### src/rtl/bank_biu_sched.sv
// Per-bank scheduler: arbitrates HTU refill reads against eviction writes, sequences AR / AW+W
// onto the BIU, and tracks outstanding transactions per set_way.
module bank_biu_sched #(
    parameter int unsigned ADDR_WIDTH = 32,
    parameter int unsigned ID_WIDTH   = 8,
    parameter int unsigned MAX_RD     = 4,
    parameter int unsigned MAX_WR     = 4
) (
    input  logic                  clk_i,
    input  logic                  rst_i,
    input  logic                  htu_rd_valid_i,
    output logic                  htu_rd_ready_o,
    input  logic [ADDR_WIDTH-6:0] htu_rd_addr_i,
    input  logic [5:0]            htu_rd_set_way_i,
    input  logic                  htu_wr_valid_i,
    output logic                  htu_wr_ready_o,
    input  logic [ADDR_WIDTH-6:0] htu_wr_addr_i,
    input  logic [5:0]            htu_wr_set_way_i,
    output logic                  sched_biu_arvalid_o,
    input  logic                  sched_biu_arready_i,
    output logic [ADDR_WIDTH-6:0] sched_biu_araddr_o,
    output logic                  sched_biu_awvalid_o,
    input  logic                  sched_biu_awready_i,
    output logic [ADDR_WIDTH-6:0] sched_biu_awaddr_o,
    output logic [5:0]            sched_biu_set_way_o,
    input  logic                  sc_valid_i,
    output logic                  sc_ready_o,
    output logic                  sched_biu_wvalid_o,
    input  logic                  sched_biu_wready_i,
    input  logic                  biu_isu_rvalid_i,
    input  logic                  biu_isu_rready_i,
    input  logic                  biu_axi3_rlast_i,
    input  logic [ID_WIDTH-1:0]   biu_isu_rid_i,
    input  logic [1:0]            biu_axi3_rresp_i,
    input  logic                  biu_axi3_bvalid_i,
    output logic                  biu_axi3_bready_o,
    input  logic [ID_WIDTH-1:0]   biu_axi3_bid_i,
    input  logic [1:0]            biu_axi3_bresp_i,
    input  logic                  err_clr_i,
    output logic                  sched_err_o,
    output logic [5:0]            sched_err_set_way_o,
    output logic                  sched_idle_o
);
    localparam int unsigned CW = 3;

    typedef enum logic [1:0] {IDLE, AR, AWW} state_t;

    state_t        state;
    logic [63:0]   busy;
    logic [CW-1:0] rd_cnt;
    logic [CW-1:0] wr_cnt;
    logic          rr_last_wr;
    logic          aw_done;
    logic          w_done;

    logic       rd_elig, wr_elig, grant_rd, grant_wr;
    logic       rd_acc, wr_acc;
    logic [5:0] rid_sw, bid_sw;
    logic       rd_cmp, wr_cmp, rd_dec, wr_dec, rd_err, wr_err;
    logic       aw_hs, w_hs;
    logic       unused_id_hi;

    assign unused_id_hi = ^{biu_isu_rid_i[ID_WIDTH-1:6], biu_axi3_bid_i[ID_WIDTH-1:6]};

    // Arbitration on registered busy/counters; both eligible alternates by rr_last_wr
    assign rd_elig  = htu_rd_valid_i & ~busy[htu_rd_set_way_i] & (rd_cnt < CW'(MAX_RD));
    assign wr_elig  = htu_wr_valid_i & ~busy[htu_wr_set_way_i] & (wr_cnt < CW'(MAX_WR));
    assign grant_wr = wr_elig & (~rd_elig | ~rr_last_wr);
    assign grant_rd = rd_elig & ~grant_wr;

    assign htu_rd_ready_o = (state == IDLE) & grant_rd;
    assign htu_wr_ready_o = (state == IDLE) & grant_wr;
    assign rd_acc         = htu_rd_ready_o;
    assign wr_acc         = htu_wr_ready_o;

    assign sched_biu_wvalid_o = (state == AWW) & sc_valid_i & ~w_done;
    assign sc_ready_o         = (state == AWW) & sched_biu_wready_i & ~w_done;
    assign aw_hs              = sched_biu_awvalid_o & sched_biu_awready_i;
    assign w_hs               = sched_biu_wvalid_o & sched_biu_wready_i;

    // A completion only retires a transaction if its set_way is actually outstanding
    assign rid_sw = biu_isu_rid_i[5:0];
    assign bid_sw = biu_axi3_bid_i[5:0];
    assign rd_cmp = biu_isu_rvalid_i & biu_isu_rready_i & biu_axi3_rlast_i;
    assign wr_cmp = biu_axi3_bvalid_i & biu_axi3_bready_o;
    assign rd_dec = rd_cmp & busy[rid_sw] & (rd_cnt != '0);
    assign wr_dec = wr_cmp & busy[bid_sw] & (wr_cnt != '0);
    assign rd_err = rd_cmp & ((biu_axi3_rresp_i != 2'b00) | ~rd_dec);
    assign wr_err = wr_cmp & ((biu_axi3_bresp_i != 2'b00) | ~wr_dec);

    assign sched_idle_o = (state == IDLE) & (rd_cnt == '0) & (wr_cnt == '0);

    always_ff @(posedge clk_i) begin
        if (rst_i) begin
            state               <= IDLE;
            busy                <= '0;
            rd_cnt              <= '0;
            wr_cnt              <= '0;
            rr_last_wr          <= 1'b0;
            aw_done             <= 1'b0;
            w_done              <= 1'b0;
            sched_biu_arvalid_o <= 1'b0;
            sched_biu_awvalid_o <= 1'b0;
            sched_biu_araddr_o  <= '0;
            sched_biu_awaddr_o  <= '0;
            sched_biu_set_way_o <= '0;
            biu_axi3_bready_o   <= 1'b0;
            sched_err_o         <= 1'b0;
            sched_err_set_way_o <= '0;
        end else begin
            biu_axi3_bready_o <= 1'b1;
            rd_cnt            <= rd_cnt + CW'(rd_acc) - CW'(rd_dec);
            wr_cnt            <= wr_cnt + CW'(wr_acc) - CW'(wr_dec);

            // Clears first, then the set: an accepted set_way is never busy, so no overlap
            begin
                logic [63:0] busy_n;
                busy_n = busy;
                if (rd_dec) busy_n[rid_sw] = 1'b0;
                if (wr_dec) busy_n[bid_sw] = 1'b0;
                if (rd_acc) busy_n[htu_rd_set_way_i] = 1'b1;
                if (wr_acc) busy_n[htu_wr_set_way_i] = 1'b1;
                busy <= busy_n;
            end

            if (rd_err | wr_err) begin
                sched_err_o <= 1'b1;
                if (~sched_err_o | err_clr_i)
                    sched_err_set_way_o <= rd_err ? rid_sw : bid_sw;
            end else if (err_clr_i) begin
                sched_err_o <= 1'b0;
            end

            unique case (state)
                IDLE: begin
                    if (wr_acc) begin
                        sched_biu_awaddr_o  <= htu_wr_addr_i;
                        sched_biu_set_way_o <= htu_wr_set_way_i;
                        sched_biu_awvalid_o <= 1'b1;
                        aw_done             <= 1'b0;
                        w_done              <= 1'b0;
                        rr_last_wr          <= 1'b1;
                        state               <= AWW;
                    end else if (rd_acc) begin
                        sched_biu_araddr_o  <= htu_rd_addr_i;
                        sched_biu_set_way_o <= htu_rd_set_way_i;
                        sched_biu_arvalid_o <= 1'b1;
                        rr_last_wr          <= 1'b0;
                        state               <= AR;
                    end
                end
                AR: begin
                    if (sched_biu_arready_i) begin
                        sched_biu_arvalid_o <= 1'b0;
                        state               <= IDLE;
                    end
                end
                AWW: begin
                    if (aw_hs) sched_biu_awvalid_o <= 1'b0;
                    aw_done <= aw_done | aw_hs;
                    w_done  <= w_done | w_hs;
                    if ((aw_done | aw_hs) & (w_done | w_hs))
                        state <= IDLE;
                end
                default: state <= IDLE;
            endcase
        end
    end
endmodule

### config.mk
export PLATFORM = sky130hd
export DESIGN_NAME = bank_biu_sched
export DESIGN_NICKNAME = d
export VERILOG_FILES = /design/src/rtl/bank_biu_sched.sv
export SDC_FILE = /design/constraint.sdc
export NUM_CORES = 1
export LEC_CHECK = 0
export BUFFER_PORTS_ARGS = -buffer_cell sky130_fd_sc_hd__buf_4
export CORE_MARGIN = 8
export CORE_UTILIZATION = 57
export DETAILED_ROUTE_END_ITERATION = 8
export PLACE_DENSITY = 0.81
export SLEW_MARGIN = 25
export SYNTH_ARGS = -nofsm -noshare
export SYNTH_HDL_FRONTEND = slang
export SYNTH_SLANG_ARGS = --single-unit
### constraint.sdc
create_clock -name clk_i -period 6.2 [get_ports clk_i]
set_clock_uncertainty 0.2 [all_clocks]
set_input_delay 1.24 -clock clk_i [delete_from_list [all_inputs] [get_ports clk_i]]
set_output_delay 1.24 -clock clk_i [all_outputs]
set_load 0.005 [all_outputs]
# Word level (Yosys, flattened, before mapping)
# Index checks and enable logic that the tools add are counted.
# word_totals
wordCells	156
out_inout_bits	75
inputBits	99
ff_bits	145
# classes
eq_ne	9
n_bitwise	49
magnitude_cmp	10
addsub	4
reduce_logical	23
mux	46
# op_table
cell	count
2-to-1 mux 64 bit	7
bitwise AND 64 bit	2
NOT 64 bit	2
OR 64 bit	2
< comparator 6 x 7 -> 1 bit, second input constant	4
bitwise AND 1 bit	26
binary-select mux 1 bit (select 6 bit)	4
demux 1 bit (select 6 bit)	4
>= comparator 6 x 1 -> 1 bit, second input constant	4
2-to-1 mux 1 bit	19
2-to-1 mux 6 bit	3
nonzero test 2 bit	6
inequality test 2 bit, second input constant	5
NOT 1 bit	10
AND reduction 3 bit	3
2-to-1 mux 2 bit	4
one-hot mux 1 bit (2 select lines)	4
AND reduction 2 bit	4
OR 1 bit	7
adder 3 x 1 -> 3 bit	2
logical NOT 3 bit	2
< comparator 3 bit, second input constant	2
one-hot mux 2 bit (3 select lines)	1
nonzero test 3 bit	2
other kinds (8)	12

# Logic depth before layout (Yosys ltp)
# logic_depth
depth_word	16
depth_mapped	19
mapped_depth_nobuf	15

# Worst setup path before layout
# No wires, ideal clock.
# synth_path
path_kind	input to output
from	input htu_rd_set_way_i[2]
to	output htu_rd_ready_o
slack_ns	1.047
arrival_time_ns	3.713
stages	11
required_ns	4.760
path_cell_list	buf_2 -> buf_4 -> clkbuf_1 -> mux2i_1 -> o32ai_1 -> o31ai_1 -> o311ai_0 -> or3_4 -> a2111oi_4 -> buf_4 -> buf_6
# synth_between
elab_chain_cells	11
# synth_rtl
element	line_no	source
from (decl)	14	input logic [5:0] htu_rd_set_way_i,
binary-select mux 1 bit (select 6 bit) *	66	assign rd_elig = htu_rd_valid_i & ~busy[htu_rd_set_way_i] & (rd_cnt < CW'(MAX_RD));
2-to-1 mux 1 bit (implied by the code) *	66	
NOT 1 bit *	66	
bitwise AND 1 bit * (2 in a row)	66	
NOT 1 bit	68	assign grant_wr = wr_elig & (~rd_elig | ~rr_last_wr);
OR 1 bit	68	
bitwise AND 1 bit	68	
NOT 1 bit	69	assign grant_rd = rd_elig & ~grant_wr;
bitwise AND 1 bit *	69	
bitwise AND 1 bit *	71	assign htu_rd_ready_o = (state == IDLE) & grant_rd;
to (decl)	12	output logic htu_rd_ready_o,
# Every way passes the cells marked *; elsewhere a longest branch is shown, timed or not. The select of a mux whose other input is x is not followed.

# Final worst setup path
# layout_path
from	input htu_wr_set_way_i[0]
to	output htu_wr_ready_o
# layout_between
elab_chain_cells	7
# layout_rtl
element	line_no	source
from (decl)	18	input logic [5:0] htu_wr_set_way_i,
binary-select mux 1 bit (select 6 bit)	67	assign wr_elig = htu_wr_valid_i & ~busy[htu_wr_set_way_i] & (wr_cnt < CW'(MAX_WR));
2-to-1 mux 1 bit (implied by the code)	67	
NOT 1 bit	67	
bitwise AND 1 bit (2 in a row)	67	
bitwise AND 1 bit	68	
bitwise AND 1 bit	72	assign htu_wr_ready_o = (state == IDLE) & grant_wr;
to (decl)	16	output logic htu_wr_ready_o,
# Every way passes these cells. The select of a mux whose other input is x is not followed.

==> flow_metrics.env <==
export IMPL_layout_drive_gt1_share_pct=21.7
export IMPL_ios=174
export IMPL_clk_latency_ns=0.44
export IMPL_vdd_drop_max_uv=215
export IMPL_route_detailed_drc=0
export IMPL_setup_slack_ns=0.685
export IMPL_syn_inst=1164
export IMPL_antenna_found_initial=0
export IMPL_finalHoldViolations=0
export IMPL_coreArea_um2=16500
export IMPL_syn_cell_area_um2=9540
export IMPL_drt_iter0_markers=1949
export IMPL_synth_enable_flop_cells=0
export IMPL_hold_class="register to register"
export IMPL_power_mw=3.01
export IMPL_utilization_pct=68.4
export IMPL_syn_nets=1269
export IMPL_die_x_um=145
export IMPL_worstPathMaxFanout=27
export IMPL_fin_setup_tns_ns=0
export IMPL_routed_wl_mm=39.3
export IMPL_period_needed_ns=5.51
export IMPL_synth_async_reset_ratio_pct=0
export IMPL_grt_first_pass_wirelength_mm=60.2
export IMPL_dp_slack_ns=0.792
export IMPL_leakagePower_nw=4.12
export IMPL_grt_usage_pct=35.8
export IMPL_drv_slew=0
export IMPL_clock_path_buffers=2
export IMPL_cts_htree_levels=4
export IMPL_vias_per_cell=7.32
export IMPL_yosys_area_top_type_share_pct=30.4
export IMPL_ys_ff_latch=145
export IMPL_avgSynthCellArea_um2=8.19
export IMPL_area_delta_synth_final_pct=18.1
export IMPL_post_cts_resized=0
export IMPL_insertedDiodeCount=0
export IMPL_cts_num_sinks=145
export IMPL_clkTransAtPathRegs_ns=0.07
export IMPL_grt_max_degree=94
export IMPL_synth_area_top_cells="dfxtp_1 (30%), mux2i_1 (6.5%), o221ai_1 (5.9%)"
export IMPL_vias=10821
export IMPL_die_area_um2=21100
export IMPL_holdBufCountCts=0
export IMPL_ys_warn_count=0
export IMPL_cts_setup_buffers=0
export IMPL_rows=47
export IMPL_die_height_um=145
export IMPL_maxCapViolCount=0
export IMPL_max_slew_margin_pct=27.0
export IMPL_cp_end_kind="primary output"
export IMPL_grt_overflow=0
export IMPL_power_density_nw_per_um2=267
export IMPL_grt_pass1_vias=10422
export IMPL_cts_buffers=17
export IMPL_cp_data_arrival_time_ns=4.07
export IMPL_synthMostInstantiatedCell="dfxtp_1"
export IMPL_port_buffers=169
export IMPL_cp_start_kind="input pin"
export IMPL_setup_viol=0
export IMPL_outcome="finished, final reports clean"
export IMPL_drtAntennaViolNets=0
export IMPL_first_pass_iters=7
export IMPL_ys_types=70
export IMPL_synth_ff_type="dfxtp_1"
export IMPL_crit_required_ns=4.76
export IMPL_fin_nets=1352
export IMPL_seq_area_frac_synth_pct=30.4
export IMPL_rsz0062_at_grt="no"
export IMPL_tightestPinTransition_ns=1.09
export IMPL_fmax_mhz=181
export IMPL_synth_area_leader_cell="dfxtp_1"
export IMPL_dpl_hpwl_mm=27.6
export IMPL_wire_per_inst_um=26.6
export IMPL_critPathKind="input pin to primary output"
export IMPL_fin_crit_sh_pct=88.9
export IMPL_start_util_pct=57.9
export IMPL_root_buffer="clkbuf_16"
export IMPL_cts_tree="built"
export IMPL_gp_congestion=1.03
export IMPL_synth_common_cells="dfxtp_1 (145), nand2_1 (112), nand3_1 (111)"
==> where the power goes <==
part           internal [mW]  total, mW  leakage (nW)  switching (mW)
registers               1.04       1.11          1.18          0.0738
logic                  0.349      0.881          2.67           0.533
clock network          0.559       1.01         0.267           0.455
total                   1.95       3.01          4.12            1.06
==> layout by cell type, fill, tap and decap left out, types with 7 or more instances in the layout <==
master     count
nand2b_1       9
and2_1        13
and3_1        10
o22ai_1        7
nor3_1         8
a22oi_1        8
mux2_2        21
dfxtp_1      145
clkbuf_16     17
nand2_1      112
a21oi_1       49
o221ai_1      64
o21bai_1       8
nand3_1      111
nand4_1       53
inv_1         22
a221oi_1      11
a311oi_1       8
a31oi_1       77
o21ai_0       23
buf_4        186
nand3b_1       7
nor2_1        66
mux4_2        22
nor2b_1       26
mux2i_1       62
==> critical path: stages <==
cell and delay, ns:
buf_4 0.30, mux4_2 0.55, mux2_2 0.27, a22oi_1 0.34
nand3_1 0.19, a2111oi_4 0.42, o211ai_1 0.24, inv_2 0.33
buf_4 0.18
==> worst paths after layout <==
kind | cells past startpoint | from | end | slack [ns]
worst max-delay path | 9 | htu_wr_set_way_i[0] | htu_wr_ready_o | 0.69
worst min-delay path | 2 | sched_biu_awaddr_o[14] | sched_biu_awaddr_o[14] | 0.25
worst max register to register | 10 | busy[31] | busy[58] | 1.99
worst min register to register | 2 | sched_biu_awaddr_o[14] | sched_biu_awaddr_o[14] | 0.25
==> area by class of cell <==
type / instances / area (um^2)
Clock inverter: 12 / 123
Tap cell: 220 / 275
Sequential cell: 145 / 2900
Multi-Input combinational cell: 872 / 6020
Clock buffer: 19 / 433
Fill cell: 1341 / 5200
Timing Repair Buffer: 187 / 1420
Inverter: 24 / 90.1
==> sequential cells by signal, summed over array words and instances (netlist names), 2 cells and up <==
register,cells
sched_err_set_way_o,6
state,2
rd_cnt,3
sched_biu_araddr_o,27
sched_biu_set_way_o,6
busy,64
sched_biu_awaddr_o,27
wr_cnt,3
==> kinds of logic after synthesis <==
kind of cell / count (synthesis) / share of synthesized area (%)
fa+ha+maj: 6 / 0.945
buf+inv: 147 / 6.65
flops: 145 / 30.4
mux: 105 / 14.2
compound gates: 308 / 23.5
simple gates: 449 / 23.9
xor+xnor: 4 / 0.367
==> per-stage QoR <==
stage	instances	cell area (um^2)	hold slack [ns]
final	1479	11300	0.254
after global routing	1479	11300	0.274
after CTS	1479	11300	0.256
after detailed placement	1448	10700	0.247
after global placement	1448	10700	0.242
after floorplan	1164	9540	0.253
==> per-layer routing <==
layer / vias to the layer above / global-route usage (%) / wire [um]
met5: - / 0 / 0
met4: 0 / 19.9 / 2250
met3: 212 / 14.6 / 5900
met2: 952 / 52.7 / 17000
met1: 5009 / 43.6 / 14200
li1: 4648 / - / -
(Power assumes the default switching activity.)
